[config.mk]
export PLATFORM = sky130hd
export DESIGN_NAME = trap_sequencer
export DESIGN_NICKNAME = d
export VERILOG_FILES = /design/src/rtl/trap_seq_pkg.sv /design/src/rtl/trap_sequencer.sv
export SDC_FILE = /design/constraint.sdc
export NUM_CORES = 1
export LEC_CHECK = 0
export CAP_MARGIN = 20
export CORE_MARGIN = 2
export CORE_UTILIZATION = 29
export CTS_BUF_LIST = sky130_fd_sc_hd__clkbuf_4 sky130_fd_sc_hd__clkbuf_8
export CTS_CLUSTER_SIZE = 24
export DETAILED_ROUTE_END_ITERATION = 8
export PLACE_DENSITY = 0.66
export SKIP_CTS_REPAIR_TIMING = 1
export SYNTH_ARGS = -nofsm -noshare
export SYNTH_HDL_FRONTEND = slang
export SYNTH_SLANG_ARGS = --single-unit
[constraint.sdc]
create_clock -name clk -period 2.1 [get_ports clk]
set_clock_uncertainty 0.05 [all_clocks]
set_input_delay 0.42 -clock clk [delete_from_list [all_inputs] [get_ports clk]]
set_output_delay 0.42 -clock clk [all_outputs]
set_load 0.005 [all_outputs]
[src/rtl/trap_seq_pkg.sv]
// Shared types and constants for the trap sequencer: FSM state encoding,
// machine-mode exception cause codes and the redirect counter width.
package trap_seq_pkg;

    typedef enum logic [2:0] {
        ST_RUN   = 3'd0,
        ST_TRAP  = 3'd1,
        ST_EXIT  = 3'd2,
        ST_REDIR = 3'd3,
        ST_WAIT  = 3'd4
    } state_e;

    localparam int unsigned CAUSE_ILLEGAL    = 32'd2;
    localparam int unsigned CAUSE_BREAKPOINT = 32'd3;
    localparam int unsigned CAUSE_ECALL_M    = 32'd11;

    localparam int unsigned REDIR_CNT_W = 32'd3;

    // Counter preload so that REDIR lasts exactly `cycles` clocks (counts down to zero).
    function automatic logic [REDIR_CNT_W-1:0] redir_cnt_init(input int unsigned cycles);
        int unsigned tmp;
        tmp = cycles - 32'd1;
        return tmp[REDIR_CNT_W-1:0];
    endfunction

endpackage

[src/rtl/trap_sequencer.sv]
// Trap entry / mret / wfi sequencer between commit stage and machine-mode CSR block.
// Optional WAIT state for wfi is built only when the WFI_EN macro is defined.
module trap_sequencer
    import trap_seq_pkg::*;
#(
    parameter int CAUSE_W         = 31,
    parameter int REDIRECT_CYCLES = 1
) (
    input  logic               clk,
    input  logic               reset,
    input  logic               instr_valid,
    input  logic [31:0]        instr_pc,
    input  logic               exc_valid,
    input  logic [CAUSE_W-1:0] exc_cause,
    input  logic [31:0]        exc_tval,
    input  logic               is_mret,
    input  logic               is_wfi,
    input  logic               wake_pending,
    input  logic               interrupted,
    input  logic [31:0]        trap_pc,
    input  logic [31:0]        ret_pc,
    output logic               commit_en,
    output logic               stall,
    output logic               flush,
    output logic               redirect_valid,
    output logic [31:0]        redirect_pc,
    output logic               handle_trap,
    output logic               exit_trap,
    output logic               exception,
    output logic [CAUSE_W-1:0] exception_cause,
    output logic [31:0]        trap_value,
    output logic [31:0]        current_pc
);

    state_e                 state_q, state_d;
    logic [REDIR_CNT_W-1:0] cnt_q, cnt_d;
    logic                   flush_q, flush_d;
    logic                   redirect_valid_q, redirect_valid_d;
    logic [31:0]            redirect_pc_q, redirect_pc_d;
    logic                   handle_trap_q, handle_trap_d;
    logic                   exit_trap_q, exit_trap_d;
    logic                   exception_q, exception_d;
    logic [CAUSE_W-1:0]     exception_cause_q, exception_cause_d;
    logic [31:0]            trap_value_q, trap_value_d;
    logic [31:0]            current_pc_q, current_pc_d;
    logic                   commit_en_s;
    logic                   stall_s;

`ifndef WFI_EN
    logic unused_wfi_s;
    assign unused_wfi_s = is_wfi ^ wake_pending;
`endif

    // Next-state, strobe and payload-latch decode; commit_en/stall follow the commit slot directly.
    always_comb begin
        state_d           = state_q;
        cnt_d             = cnt_q;
        flush_d           = 1'b0;
        redirect_valid_d  = 1'b0;
        redirect_pc_d     = redirect_pc_q;
        handle_trap_d     = 1'b0;
        exit_trap_d       = 1'b0;
        exception_d       = exception_q;
        exception_cause_d = exception_cause_q;
        trap_value_d      = trap_value_q;
        current_pc_d      = current_pc_q;
        commit_en_s       = 1'b0;
        stall_s           = 1'b0;

        case (state_q)
            ST_RUN: begin
                if (instr_valid) begin
                    if (interrupted) begin
                        stall_s           = 1'b1;
                        exception_d       = 1'b0;
                        current_pc_d      = instr_pc;
                        trap_value_d      = 32'd0;
                        exception_cause_d = {CAUSE_W{1'b0}};
                        handle_trap_d     = 1'b1;
                        state_d           = ST_TRAP;
                    end else if (exc_valid) begin
                        stall_s           = 1'b1;
                        exception_d       = 1'b1;
                        current_pc_d      = instr_pc;
                        trap_value_d      = exc_tval;
                        exception_cause_d = exc_cause;
                        handle_trap_d     = 1'b1;
                        state_d           = ST_TRAP;
                    end else if (is_mret) begin
                        commit_en_s = 1'b1;
                        stall_s     = 1'b1;
                        exit_trap_d = 1'b1;
                        state_d     = ST_EXIT;
`ifdef WFI_EN
                    end else if (is_wfi) begin
                        commit_en_s = 1'b1;
                        stall_s     = 1'b1;
                        state_d     = ST_WAIT;
`endif
                    end else begin
                        commit_en_s = 1'b1;
                    end
                end else begin
                    commit_en_s = 1'b0;
                end
            end
            ST_TRAP: begin
                stall_s          = 1'b1;
                redirect_pc_d    = trap_pc;
                redirect_valid_d = 1'b1;
                flush_d          = 1'b1;
                cnt_d            = redir_cnt_init(REDIRECT_CYCLES);
                state_d          = ST_REDIR;
            end
            ST_EXIT: begin
                stall_s          = 1'b1;
                redirect_pc_d    = ret_pc;
                redirect_valid_d = 1'b1;
                flush_d          = 1'b1;
                cnt_d            = redir_cnt_init(REDIRECT_CYCLES);
                state_d          = ST_REDIR;
            end
            ST_REDIR: begin
                stall_s = 1'b1;
                if (cnt_q == {REDIR_CNT_W{1'b0}}) begin
                    state_d = ST_RUN;
                end else begin
                    cnt_d   = cnt_q - {{(REDIR_CNT_W-1){1'b0}}, 1'b1};
                    flush_d = 1'b1;
                end
            end
`ifdef WFI_EN
            ST_WAIT: begin
                stall_s = 1'b1;
                if (wake_pending) begin
                    state_d = ST_RUN;
                end else begin
                    state_d = ST_WAIT;
                end
            end
`endif
            default: begin
                state_d = ST_RUN;
            end
        endcase
    end

    // State, counter, strobe and payload registers with synchronous reset.
    always_ff @(posedge clk) begin
        if (reset) begin
            state_q           <= ST_RUN;
            cnt_q             <= {REDIR_CNT_W{1'b0}};
            flush_q           <= 1'b0;
            redirect_valid_q  <= 1'b0;
            redirect_pc_q     <= 32'd0;
            handle_trap_q     <= 1'b0;
            exit_trap_q       <= 1'b0;
            exception_q       <= 1'b0;
            exception_cause_q <= {CAUSE_W{1'b0}};
            trap_value_q      <= 32'd0;
            current_pc_q      <= 32'd0;
        end else begin
            state_q           <= state_d;
            cnt_q             <= cnt_d;
            flush_q           <= flush_d;
            redirect_valid_q  <= redirect_valid_d;
            redirect_pc_q     <= redirect_pc_d;
            handle_trap_q     <= handle_trap_d;
            exit_trap_q       <= exit_trap_d;
            exception_q       <= exception_d;
            exception_cause_q <= exception_cause_d;
            trap_value_q      <= trap_value_d;
            current_pc_q      <= current_pc_d;
        end
    end

    assign commit_en       = commit_en_s;
    assign stall           = stall_s;
    assign flush           = flush_q;
    assign redirect_valid  = redirect_valid_q;
    assign redirect_pc     = redirect_pc_q;
    assign handle_trap     = handle_trap_q;
    assign exit_trap       = exit_trap_q;
    assign exception       = exception_q;
    assign exception_cause = exception_cause_q;
    assign trap_value      = trap_value_q;
    assign current_pc      = current_pc_q;

endmodule

==> results of run 1 <==
==> worst min-delay path by stage <==
stage | start | to | slack (ns)
after floorplan | exception_cause[0]$_SDFFE_PP0P_ | exception_cause[0]$_SDFFE_PP0P_ | 0.40
after global placement | exception_cause[15]$_SDFFE_PP0P_ | exception_cause[15]$_SDFFE_PP0P_ | 0.39
after detailed placement | trap_value[18]$_SDFFE_PP0P_ | trap_value[18]$_SDFFE_PP0P_ | 0.39
after CTS | reset | cnt_q[2]$_SDFFE_PP0P_ | 0.37
after global routing | reset | cnt_q[2]$_SDFFE_PP0P_ | 0.39
final | reset | cnt_q[2]$_SDFFE_PP0P_ | 0.38
==> layout by cell type (no fill, tap or decap), types with 2 or more instances in the layout <==
cell type,n
nand2_1,128
ha_1,5
clkbuf_8,18
clkinvlp_4,3
a211oi_1,33
buf_12,6
nor3b_1,2
nand2b_1,2
clkbuf_2,2
clkdlybuf4s50_1,294
mux2i_1,35
bufinv_16,4
inv_2,2
o21ai_0,4
nor2_1,38
inv_1,4
nand3b_1,64
buf_4,18
dfxtp_1,136
a21oi_1,98
inv_6,4
==> registers in the layout, summed over array words and instances, names as in the netlist, 2 cells and up <==
signal and cells:
current_pc 32, redirect_pc 32, trap_value 32, exception_cause 31, cnt_q 3, state_q 2
==> report_power, final <==
part           switching [W]  total [W]  internal, W
Clock                0.00107    0.00242      0.00135
Sequential          0.000218    0.00328      0.00306
Combinational        0.00176    0.00370      0.00194
==> per-layer routing <==
metal	share of wire, %	wire [microns]
met1	41	7165
met2	49	8437
met3	7.4	1281
met4	2.4	412
met5	0	0
==> worst register-to-register path, stage by stage (launching register included) <==
cell and delay [ns]:
dfxtp_4 0.38, inv_2 0.06, ha_4 0.17, buf_4 0.15, o211ai_4 0.07, buf_4 0.30, buf_12 0.34, nand2_1 0.12
a21oi_1 0.17
==> stage by stage <==
stage | area, sq um | setup TNS, ns | worst slack [ns] | power (W)
final | 9188 | 0 | 0.1151 | 0.009409
after global routing | 9188 | 0 | 0.005476 | 0.01007
after CTS | 9176 | -0.7821 | -0.3959 | 0.009526
after detailed placement | 8730 | -7.262 | -0.1937 | 0.007057
after global placement | 8730 | -6.692 | -0.2137 | 0.007021
after floorplan | 5465 | 0 | 0.3856 | 0.005288
==> cell families after synthesis <==
family,synth area share [%]
simple gates,21.50
compound gates,14.90
flops,50.18
buf+inv,5.403
mux,6.410
fa+ha+maj,1.602
==> cell type report <==
type	count	area, sq um	area share [%]
sequential	137	2746	29.89
clock buffer	19	255.2	2.778
tap	234	292.8	3.187
clock inverter	13	191.4	2.084
antenna	1	2.502	0.02724
inverter	6	22.52	0.2451
multi-input combinational	423	2464	26.81
timing repair buffer	321	3213	34.97
==> results summary, run 1 <==
The met1 usage came out at 19.79%. The number of global-route vias before repair is between 5000 and 6000. Entering global routing, the biggest net connects 77 pins. The tightest hold margin is 0.3849 ns. The number of levels the H-tree was split into came out at 4. The number of synthesis warnings is 0. The signal on the critical path passes through inv_2 > ha_4 > buf_4 > o211ai_4 > o211ai_1 > clkbuf_2. VDD sags by at most 0.0005608 V. The pre-antenna-repair detailed-routing pass consisted of 5 iterations. The hold-critical path depth came out at 2. Of the post-synthesis cell area, the dominant cell type holds roughly 50%. The worst setup path is captured at an output port. The all-layer global routing usage is 17.01%. The clock passes through at most 2 buffers. The number of remaining DRC errors is 0. Detailed placement ended at an HPWL of 12150 microns. The combined area of all synthesized cells came out at 0.005465 sq mm. The worst-skew pair later-pin latency is 0.43 ns. The smallest clock period supported by the final layout is computed as 1.985 ns. The overall die area came out at 0.01996 sq mm. After synthesis, the share of flip-flops with an asynchronous set or reset is 0%. The clock transition at the registers of the reported paths is 0.08 ns. The last element of the critical path is stall. The initial antenna violation count is 1. The number of buffers and inverters on the critical path is 3. The slowest stage of the critical path belongs to the cell dfxtp_4. The gate count of the mapped netlist came out at roughly 620.

The commonest cells after synthesis are dfxtp_1 (137), nand2_1 (128), a21oi_1 (98). The die is 141.3 microns tall. The clock net sink count is 137.

Of all cell types, the one taking the most synthesized area is dfxtp_1. The synthesized net count came out at approximately 800. The via density per instance is 4.638.

The first global-routing pass estimated 26970 microns of wire. The floorplan has 50 rows. The total of max-cap violations is 0.

The synthesized flop and latch total came out at 137. The CTS buffer count is 17. In this run the worst setup path begins at state_q[1]$_SDFFE_PP0P_. The final max-slew violation count is 0.

The worst setup path is launched from a flop. met2 is the most crowded layer. The starting density of the core is 29.41%. In the global route stage, met3 resource usage came out at 5.872%.

Ranked by total cell area, the synthesized netlist is headed by dfxtp_1 (50%), a21oi_1 (9.0%), nand2_1 (8.8%). The share of the core filled with cells is 49.45%. The transition time at the pin with the least slew margin is 0.5445 ns. The data arrival at the endpoint of the critical path is 1.51 ns. The top-level port count came out at 301.

Counting tap cells, the placed design contains a total of 1121 instances. The number of library cell types mapped by synthesis is 28. The average cell area after synthesis is 8.787 sq um. The worst hold path belongs to the class input port to flop. Input and output buffers added on the ports amount to 298. The final wirelength is 17300 microns. The total of endpoints with negative setup slack in the final report came out at 0. Setup repair after global routing left no endpoint under its margin.

Along the worst path, the maximum fanout reaches 5. The share of synthesized area occupied by flip-flops and latches came out at 50.18%. The finished layout holds between 1000 and 1500 standard cells, fillers aside. The number of filler cells placed in the layout came out at approximately 1800. For this block, the initial DRC count from the detailed router was 224. The count of endpoints failing hold in the final timing report came to 0.

The total number of cells along the worst setup path is 6. In the final layout, the share of cells above drive strength 1 is 7.399%. The cell with the most instances after synthesis is dfxtp_1. The worst max-slew margin expressed relative to the limit came out at 63.70%.

The part of the cycle the worst path needs is 94.52%. The number of cells on the worst reg-to-reg path is 8. The number of routed nets with antenna violations came out at 0. The final layout contains ~1100 nets.

The cell family contributing the most delay on the critical path is flip-flops. The timing-limited maximum frequency is 503.8 MHz. The core area is 0.01858 sq mm.

The total power divided by cell area is 1024 mW/mm^2. In this run the critical register-to-register path is captured at current_pc[11]$_SDFFE_PP0P_. TritonCTS built the clock tree. The path type of the worst setup path is flop to output port. The die is 141.3 microns wide. The leakage power came out at approximately 3.2 nW. The setup slack of the worst register-to-register path came out at 0.23 ns.

The synthesis-to-finish area growth came out at 68.11%. The routed length per instance is 14.99 microns. The root buffer cell chosen for the clock tree is clkbuf_8. The last weighted congestion value of the routability-driven placer is 0.7361. After global routing the overflow that remains totals 0.

The reg-to-reg critical path startpoint is state_q[1]$_SDFFE_PP0P_. The via total after detailed routing came out at 5352. The primary flip-flop cell chosen by synthesis mapping is dfxtp_1.

The largest single stage delay on the critical path is 0.38 ns. Yosys mapped a number of flops with a built-in enable equal to 0. The required time at the worst-slack endpoint came out at between 1.5 and 2 ns. Global routing consumed, on the met2 layer, 28.69% of the routing resources. The flow ran to the end, and the final reports show no timing, DRC or antenna violations.
(Power assumes the default switching activity.)
==> run 2: changes to the inputs <==
TNS_END_PERCENT = 1   (was unset)
==> results of run 2 <==
Same layout as run 1: the final DEF is identical, and so are final timing and power.
